## src/rtl/num2char_sched.sv

```systemverilog
// Four-channel round-robin front end for a single num2char converter: grants one
// requester, captures 10 ASCII digits, and streams a "<id>:<digits>\r\n" frame.
// Optional LEAD_ZERO_BLANK_EN: leading '0' digits (except the last) are sent as spaces.
module num2char_sched #(
  parameter int TIMEOUT = 64
) (
  input  logic         i_clk,
  input  logic         i_rst_n,
  input  logic [3:0]   i_req,
  input  logic [127:0] i_val,
  output logic [3:0]   o_gnt,
  output logic         o_conv_start,
  output logic [31:0]  o_conv_value,
  input  logic [7:0]   i_conv_char,
  input  logic         i_conv_valid,
  output logic [7:0]   o_tx_data,
  output logic         o_tx_valid,
  input  logic         i_tx_ready,
  output logic         o_busy,
  output logic         o_err_timeout
);

  localparam int NDIG = 10;
  localparam int TW   = $clog2(TIMEOUT + 1);
  localparam logic [TW-1:0] TIMER_END  = TW'(TIMEOUT);
  localparam logic [TW-1:0] TIMER_LAST = TW'(TIMEOUT - 1);

  typedef enum logic [1:0] {
    IDLE,
    START,
    WAIT_DIG,
    SEND
  } state_t;

  state_t      r_state;
  logic [1:0]  r_lastGrant;
  logic [1:0]  r_chan;
  logic [3:0]  r_dcnt;
  logic [TW-1:0] r_timer;
  logic [3:0]  r_bi;
  logic [3:0]  r_gnt;
  logic        r_convStart;
  logic [31:0] r_convValue;
  logic [7:0]  r_txData;
  logic        r_txValid;
  logic        r_busy;
  logic        r_errTimeout;
  logic [7:0]  r_buf [NDIG];

  state_t      w_state;
  logic [1:0]  w_lastGrant;
  logic [1:0]  w_chan;
  logic [3:0]  w_dcnt;
  logic [TW-1:0] w_timer;
  logic [3:0]  w_bi;
  logic [3:0]  w_gnt;
  logic        w_convStart;
  logic [31:0] w_convValue;
  logic [7:0]  w_txData;
  logic        w_txValid;
  logic        w_busy;
  logic        w_errTimeout;
  logic        w_shift;

  logic        w_found;
  logic [1:0]  w_pick;
  logic [1:0]  w_cand;
  logic [7:0]  w_digit [NDIG];
  logic [3:0]  w_nbi;
  logic [7:0]  w_nextByte;
`ifdef LEAD_ZERO_BLANK_EN
  logic        w_leading;
`endif

  // Search starts one past the last winner so every channel gets a turn.
  always_comb begin
    w_found = 1'b0;
    w_pick  = r_lastGrant;
    w_cand  = '0;
    for (int k = 1; k <= 4; k++) begin
      w_cand = r_lastGrant + 2'(k);
      if (!w_found && i_req[w_cand]) begin
        w_found = 1'b1;
        w_pick  = w_cand;
      end
    end
  end

  always_comb begin
`ifdef LEAD_ZERO_BLANK_EN
    w_leading = 1'b1;
`endif
    for (int j = 0; j < NDIG; j++) begin
      w_digit[j] = r_buf[j];
`ifdef LEAD_ZERO_BLANK_EN
      if (j < NDIG - 1 && w_leading && r_buf[j] == 8'h30) begin
        w_digit[j] = 8'h20;
      end else begin
        w_leading = 1'b0;
      end
`endif
    end
  end

  always_comb begin
    w_nbi      = r_bi + 4'd1;
    w_nextByte = 8'h00;
    if (w_nbi == 4'd1) begin
      w_nextByte = 8'h3A;
    end else if (w_nbi >= 4'd2 && w_nbi <= 4'd11) begin
      w_nextByte = w_digit[w_nbi - 4'd2];
    end else if (w_nbi == 4'd12) begin
      w_nextByte = 8'h0D;
    end else if (w_nbi == 4'd13) begin
      w_nextByte = 8'h0A;
    end
  end

  always_comb begin
    w_state      = r_state;
    w_lastGrant  = r_lastGrant;
    w_chan       = r_chan;
    w_dcnt       = r_dcnt;
    w_timer      = r_timer;
    w_bi         = r_bi;
    w_gnt        = '0;
    w_convStart  = 1'b0;
    w_convValue  = r_convValue;
    w_txData     = r_txData;
    w_txValid    = r_txValid;
    w_errTimeout = 1'b0;
    w_shift      = 1'b0;
    case (r_state)
      IDLE: begin
        if (w_found) begin
          w_state     = START;
          w_gnt       = 4'b0001 << w_pick;
          w_convValue = i_val[{w_pick, 5'd0} +: 32];
          w_chan      = w_pick;
          w_lastGrant = w_pick;
        end
      end
      START: begin
        w_convStart = 1'b1;
        w_dcnt      = '0;
        w_timer     = '0;
        w_state     = WAIT_DIG;
      end
      WAIT_DIG: begin
        // The pulse cycle itself stays busy; the record is dropped on its way out.
        if (r_timer == TIMER_END) begin
          w_state = IDLE;
        end else begin
          w_timer = r_timer + 1'b1;
          if (r_timer == TIMER_LAST) begin
            w_errTimeout = 1'b1;
          end
          if (i_conv_valid) begin
            w_shift = 1'b1;
            w_dcnt  = r_dcnt + 4'd1;
            if (r_dcnt == 4'(NDIG - 1)) begin
              w_state      = SEND;
              w_errTimeout = 1'b0;
              w_bi         = '0;
              w_txValid    = 1'b1;
              w_txData     = {6'b001100, r_chan};
            end
          end
        end
      end
      SEND: begin
        if (r_txValid && i_tx_ready) begin
          if (r_bi == 4'd13) begin
            w_txValid = 1'b0;
            w_state   = IDLE;
          end else begin
            w_bi     = w_nbi;
            w_txData = w_nextByte;
          end
        end
      end
      default: w_state = IDLE;
    endcase
    w_busy = (w_state != IDLE);
  end

  always_ff @(posedge i_clk or negedge i_rst_n) begin
    if (!i_rst_n) begin
      r_state      <= IDLE;
      r_lastGrant  <= 2'd3;
      r_chan       <= '0;
      r_dcnt       <= '0;
      r_timer      <= '0;
      r_bi         <= '0;
      r_gnt        <= '0;
      r_convStart  <= 1'b0;
      r_convValue  <= '0;
      r_txData     <= '0;
      r_txValid    <= 1'b0;
      r_busy       <= 1'b0;
      r_errTimeout <= 1'b0;
    end else begin
      r_state      <= w_state;
      r_lastGrant  <= w_lastGrant;
      r_chan       <= w_chan;
      r_dcnt       <= w_dcnt;
      r_timer      <= w_timer;
      r_bi         <= w_bi;
      r_gnt        <= w_gnt;
      r_convStart  <= w_convStart;
      r_convValue  <= w_convValue;
      r_txData     <= w_txData;
      r_txValid    <= w_txValid;
      r_busy       <= w_busy;
      r_errTimeout <= w_errTimeout;
    end
  end

  // Digits shift in from the top, so after ten beats r_buf[0] holds the MSD.
  always_ff @(posedge i_clk) begin
    if (w_shift) begin
      for (int j = 0; j < NDIG - 1; j++) begin
        r_buf[j] <= r_buf[j+1];
      end
      r_buf[NDIG-1] <= i_conv_char;
    end
  end

  assign o_gnt         = r_gnt;
  assign o_conv_start  = r_convStart;
  assign o_conv_value  = r_convValue;
  assign o_tx_data     = r_txData;
  assign o_tx_valid    = r_txValid;
  assign o_busy        = r_busy;
  assign o_err_timeout = r_errTimeout;

endmodule

```

## config.mk

```make
export PLATFORM = sky130hd
export DESIGN_NAME = num2char_sched
export DESIGN_NICKNAME = d
export VERILOG_FILES = /design/src/rtl/num2char_sched.sv
export SDC_FILE = /design/constraint.sdc
export NUM_CORES = 1
export LEC_CHECK = 0
export BUFFER_PORTS_ARGS = -buffer_cell sky130_fd_sc_hd__buf_4
export CAP_MARGIN = 20
export CORE_MARGIN = 3
export CORE_UTILIZATION = 30
export DETAILED_ROUTE_END_ITERATION = 8
export PLACE_DENSITY = 0.6
export SLEW_MARGIN = 20
export SYNTH_ARGS = -nofsm -noshare
export SYNTH_HDL_FRONTEND = slang
export SYNTH_SLANG_ARGS = --single-unit
```

## constraint.sdc

```tcl
create_clock -name i_clk -period 6.5 [get_ports i_clk]
set_input_delay 1.3 -clock i_clk [delete_from_list [all_inputs] [get_ports i_clk]]
set_output_delay 1.3 -clock i_clk [all_outputs]
set_load 0.01 [all_outputs]
```

# After elaboration in Yosys (flattened, before gate mapping)
# Memories as Yosys holds them, arrays and structs flattened.
# Index checks and enable logic that the tools add are counted.
[op_classes]
add_sub_neg = 7
mul = 0
div_mod_pow = 0
order_cmp = 7
eq_ne = 16
shift = 2
n_mux = 66
bitwise = 1
reduce_logical = 17
[op_table]
columns = ["cell", "count"]
rows = [
  ["$shiftx 128x8->32", 1],
  ["$mux 8", 9],
  ["$mux 4", 11],
  ["$bmux 8 s4", 1],
  ["$mux 1", 24],
  ["$mux 2", 10],
  ["$eq 4x4->1 const B", 4],
  ["$pmux 4 s2", 2],
  ["$pmux 8 s2", 1],
  ["$pmux 7 s2", 1],
  ["$lt 2x3->1 const B", 4],
  ["$ne 2x2->1 const B", 6],
  ["$reduce_and 6->1", 2],
  ["$add 4x1->4 const B", 2],
  ["$bmux 1 s2", 4],
  ["$pmux 2 s4", 1],
  ["$add 7x1->7 const B", 1],
  ["$eq 7x6->1 const B", 1],
  ["$eq 7x7->1 const B", 1],
  ["$mux 7", 1],
  ["$reduce_bool 2->1", 3],
  ["$ge 5x5->1 const B", 1],
  ["$logic_and 1x1->1", 5],
  ["$not 4->5", 1],
  ["other kinds (14)", 19],
]
[word_totals]
reg_bits = 69
latch_bits = 0
ramBits = 80
romBits = 0
inputBits = 144
output_inout_bits = 48
wordCells = 130
memories = 1
[memory_table]
columns = ["memory", "depth", "word_bits", "rd", "rd_ports_with_merged_regs", "wr", "line", "text"]
rows = [
  ["r_buf", 10, 8, 10, 0, 10, "48", "logic [7:0] r_buf [NDIG];"],
]

# Logic depth before layout (Yosys ltp)
[depth]
ltp_word = 16
mapped_depth = 15
depth_no_buf = 9

# Worst setup path after synthesis
# No wires, ideal clock.
[synth_path]
path_type = "register to register"
startpoint = "reg r_bi[0]"
endpoint = "reg r_txData[4] (netlist: o_tx_data[4])"
setup_time_ns = 0.134
t_arrival_ns = 3.579
required_time_ns = 6.366
slack_ns = 2.787
path_stages_with_launch = 16
n_path_buf = 6
period_less_slack_ns = 3.713
cell_sequence = "dfrtp_1 > buf_6 > buf_4 > buf_2 > inv_1 > ha_1 > buf_2 > buf_1 > inv_1 > ha_1 > xnor2_1 > xnor2_1 > buf_2 > nor4_1 > o31ai_1 > a21oi_1"
[synth_via]
elab_chain_len = 11
elab_cells_between_ends = 18
classes_between = "add/sub: 2; order compare: 2; eq/ne: 3; mux: 8; bitwise: 1; reduce/logical: 2"
[synth_rtl]
columns = ["element", "line", "text"]
rows = [
  ["start, declared", "40", "logic [3:0] r_bi;"],
  ["start signal, assigned", "208", "r_bi <= w_bi;"],
  ["$add 4x1->4", "106", "w_nbi = r_bi + 4'd1;"],
  ["$sub 4x2->4", "111", "w_nextByte = w_digit[w_nbi - 4'd2];"],
  ["$not 4->5 (implied by the code)", "111", ""],
  ["$bmux 8 s4", "111", ""],
  ["$mux 8 (implied by the code) (2 in a row)", "111", ""],
  ["$mux 8", "110", "end else if (w_nbi >= 4'd2 && w_nbi <= 4'd11) begin"],
  ["$mux 8", "108", "if (w_nbi == 4'd1) begin"],
  ["$mux 8", "173", "if (r_bi == 4'd13) begin"],
  ["$mux 8", "172", "if (r_txValid && i_tx_ready) begin"],
  ["$pmux 8 s2", "133", "case (r_state)"],
  ["end signal, assigned", "212", "r_txData <= w_txData;"],
  ["end, declared", "44", "logic [7:0] r_txData;"],
]
# Several ways; a longest one is shown, not always the timed one. The select of a mux whose other input is x is not followed.
# A chain may end at the register's enable or synchronous reset.

# Worst setup path in the final report
[layout_path]
startpoint = "reg r_bi[0]"
endpoint = "reg r_txData[0] (netlist: o_tx_data[0])"
# Same word-level chain as after synthesis.

==> impl_results.md <==
* Vias in the first global route at 5188
* Synthesized cell area at 7070 µm²
* Hold endpoint: r_buf[3][7]$_DFFE_PP_
* P_int at 0.00243 W
* Crit path kind: flip-flop to flip-flop
* Ys Warns at 0
* Clk slew on worst S/H paths at 0.07 ns
* Psw at 0.00126 W
* Period Utilization, post-route at 0.590
* Mux share of post-synthesis cell area at 0.162
* Hold Path Origin: r_buf[4][7]$_DFFE_PP_
* Mean routed wirelength per cell at 17.2 µm
* Crit. End Element: flip-flop
* Largest net degree at the start of global routing at 70
* Register area share after synthesis at 0.584
* Synth Instances at 547
* CP Max Fanout at 35
* Unrepaired setup endpoints after global routing: no
* Drt initial violations at 335
* Leakage at 4.04 nW
* Sequential share of power at 0.391
* Worst path buffer plus inverter count at 3
* Die X at 160 µm
* Setup crit start kind: flip-flop
* Root Driver: clkbuf_16
* Initial antenna violation count at 0
* Max-cap violations at 0
* Area share of fa/ha/maj cells after synthesis at 0.0177
* Cts hold-fix bufs at 0
* I/O Pins at 192
* Main flop type after synthesis: edfxtp_1
* Detailed-route wire length at 18200 µm
* Fmax at 261 MHz
* Die Ht at 160 µm
* Final setup violation count at 0
* GR Overflow Total at 0
* Setup Skew at 0.0118 ns
* CP required at 6.80 ns
* FF+latch area at 4130 µm²
* Post-cts resize count at 0
* Final nets at 886
* Total track usage at 0.142
* Hold path cells at 0
* Post-synth cell types at 51
* Design area at 9440 µm²
* Worst Path Arrival at 4.14 ns
* Reg2reg path depth at 10
* Rows at 55
* Synthesized Nets at 701
* TritonCTS clock tree: done
* Main combinational cell family by area after synthesis: multiplexers
* Clk buf depth at 2
* Area grow syn2layout at 33.4%
* Total die area at 25500 µm²
* Initial Utilization at 0.309
* Post-DP Area at 8810 µm²
* Sw frac at 0.342
* Cts bufs inserted at 17
* Pins Over Slew Limit at 0
* Gate power share at 0.327
* Post-synthesis compound-gate area fraction at 0.105
* Worst hold path type: flip-flop to flip-flop
* Area of the core at 22900 µm²
* TritonRoute pass-1 iters at 4
* Post-Synth XOR/XNOR Area at 0.00743
* EDFF count, synth at 80
* GPL Wtd Cong at 0.785
* Sink Count at 149
* Buffers on Ports at 191
* Ant diodes at 0
* Clock power frac at 0.282
* Area of the multi-input gates at 2740 µm²
* Async set-reset flop share out of synthesis at 0.463
* Final ANT Viol Nets at 0
* Post-synthesis register bit count at 149
* Reg2reg end: o_tx_data[0]$_DFFE_PN0P_
* Via-to-Cell Ratio at 4.84
* Highest-delay cell along the critical path: dfrtp_2
* Dpl hpwl at 12600 µm
* Worst R2R Start: r_bi[0]$_DFFE_PN0P_
* Period minus WS final at 3.84 ns
* Critical path depth at 10
* R2R Setup Slk at 2.66 ns
* Worst-Skew Late Latency at 0.43 ns
* Area share of and/or/nand/nor cells after synthesis at 0.0934
* Final Hold Viols at 0
* Post-CTS Setup Bufs at 0
* Cell family with the largest share of critical-path delay: adder cells
* Cells along the critical path: inv_1 > ha_1 > inv_1 > ha_1 > xnor2_1 > xnor2_1 > buf_4 > or3_1 > nand3_1 > a311o_1
* Detailed-route DRC error count at 0
* PD cells at 391 nW/µm²
* Syn avg cell area at 12.9 µm²
* Worst-margin pin slew at 0.931 ns
* Worst path max stage delay at 0.97 ns
* Routed vias at 5125
* Outcome: complete, no violations
* Max transition margin at 0.379
* Peak supply drop at 0.188 mV
* Setup TNS at 0 ns
* CTS H-tree lvls at 4
* Fill count at 2163
* First-pass GRT wire length at 28900 µm
* Fraction of layout cells with a size suffix above 1 at 0.349
[kinds of logic (layout without fill, tap and decap cells)]
group / Yosys count / in the layout
DFF: 149 / 149
and+or+nand+nor: 140 / 140
AOI/OAI and AO/OA: 100 / 100
muxes: 94 / 94
buffers and inverters: 48 / 246
adders and majority gates: 10 / 10
xor gates and xnor gates: 6 / 6
[layout by cell type (no fill, tap or decap), drive strengths merged, types with 3 or more instances in the layout]
cell type | Yosys | routed
a21oi | 7 | 7
o221ai | 32 | 32
buf | 18 | 198
xnor2 | 3 | 3
nand3 | 13 | 13
edfxtp | 80 | 80
clkbuf | 14 | 17
or3 | 4 | 4
nand4 | 3 | 3
nand2b | 4 | 4
a32o | 3 | 3
ha | 10 | 10
and3b | 3 | 3
inv | 16 | 26
nor2b | 5 | 5
xor2 | 3 | 3
and3 | 8 | 8
nor2 | 28 | 28
dfrtp | 67 | 67
o21ai | 27 | 27
nor4 | 4 | 4
a31oi | 4 | 4
o211ai | 5 | 5
o31ai | 7 | 7
mux2i | 76 | 76
mux4 | 16 | 16
nand2 | 60 | 60
[routing by layer]
layer	track usage	part of all wire	wire, µm	vias up
met5	0	0	0	-
li1	-	-	-	2461
met4	0.0517	0.022	405	0
met2	0.226	0.48	8670	152
met1	0.186	0.45	8110	2480
met3	0.0401	0.055	991	32
[worst max path at each step]
| stage | startpoint | to | slack (ns) |
|---|---|---|---|
| 3_3_place_gp | r_bi[0]$_DFFE_PN0P_ | o_tx_data[0]$_DFFE_PN0P_ | 2.68 |
| 2_1_floorplan | r_bi[0]$_DFFE_PN0P_ | o_tx_data[4]$_DFFE_PN0P_ | 2.79 |
| 6_report | r_bi[0]$_DFFE_PN0P_ | o_tx_data[0]$_DFFE_PN0P_ | 2.66 |
| 4_1_cts | r_bi[0]$_DFFE_PN0P_ | o_tx_data[2]$_DFFE_PN0P_ | 2.56 |
| 5_1_grt | r_bi[0]$_DFFE_PN0P_ | o_tx_data[2]$_DFFE_PN0P_ | 2.25 |
| 3_5_place_dp | r_bi[0]$_DFFE_PN0P_ | o_tx_data[2]$_DFFE_PN0P_ | 2.50 |
[sequential cells by signal, indices dropped and copies added, names as in the netlist]
name / flops
r_dcnt: 4
o_tx_valid: 1
o_tx_data: 8
o_busy: 1
r_state: 2
o_conv_value: 32
r_timer: 7
o_err_timeout: 1
r_bi: 4
o_conv_start: 1
r_chan: 2
o_gnt: 4
r_buf: 80
r_lastGrant: 2
[per-stage QoR]
step | util | setup slack, ns | cells | total power (W) | hold slack [ns]
floorplan | - | 2.79 | 547 | 0.00219 | 0.421
global placement | 0.384 | 2.68 | 1026 | 0.00266 | 0.426
detailed placement | 0.384 | 2.50 | 1026 | 0.00268 | 0.432
CTS | 0.412 | 2.56 | 1058 | 0.00374 | 0.449
global route | 0.412 | 2.25 | 1058 | 0.00391 | 0.460
finish | 0.412 | 2.66 | 1058 | 0.00369 | 0.451
[synthesized netlist by cell type (all sizes together), types with 5 or more instances]
cell	count	area (µm²)
o221ai	32	280
mux2i	76	761
mux4	16	360
dfrtp	67	1680
nand2	60	225
inv	16	60.1
buf	18	105
clkbuf	14	52.6
o21ai	27	135
edfxtp	80	2400
o31ai	7	52.6
nor2b	5	31.3
ha	10	125
a21oi	7	35.0
nand3	13	65.1
o211ai	5	37.5
nor2	28	105
and3	8	50.1
[final cells by class]
| type | instances | area share |
|---|---|---|
| clock buffers | 17 | 0.0451 |
| clock inverters | 15 | 0.0212 |
| inverters | 16 | 0.00636 |
| multi-input cells | 350 | 0.290 |
| flip-flops and latches | 149 | 0.438 |
| well taps | 313 | 0.0415 |
| repair buffers | 198 | 0.158 |
[power by group through the flow]
stage | registers (W) | logic (W) | clock network, W
detailed placement | 0.00146 | 0.00122 | 0
floorplan | 0.00147 | 0.000719 | 0
global placement | 0.00146 | 0.00120 | 0
global route | 0.00148 | 0.00132 | 0.00111
CTS | 0.00144 | 0.00122 | 0.00107
finish | 0.00144 | 0.00120 | 0.00104
Power figures use the tool's default switching activity.
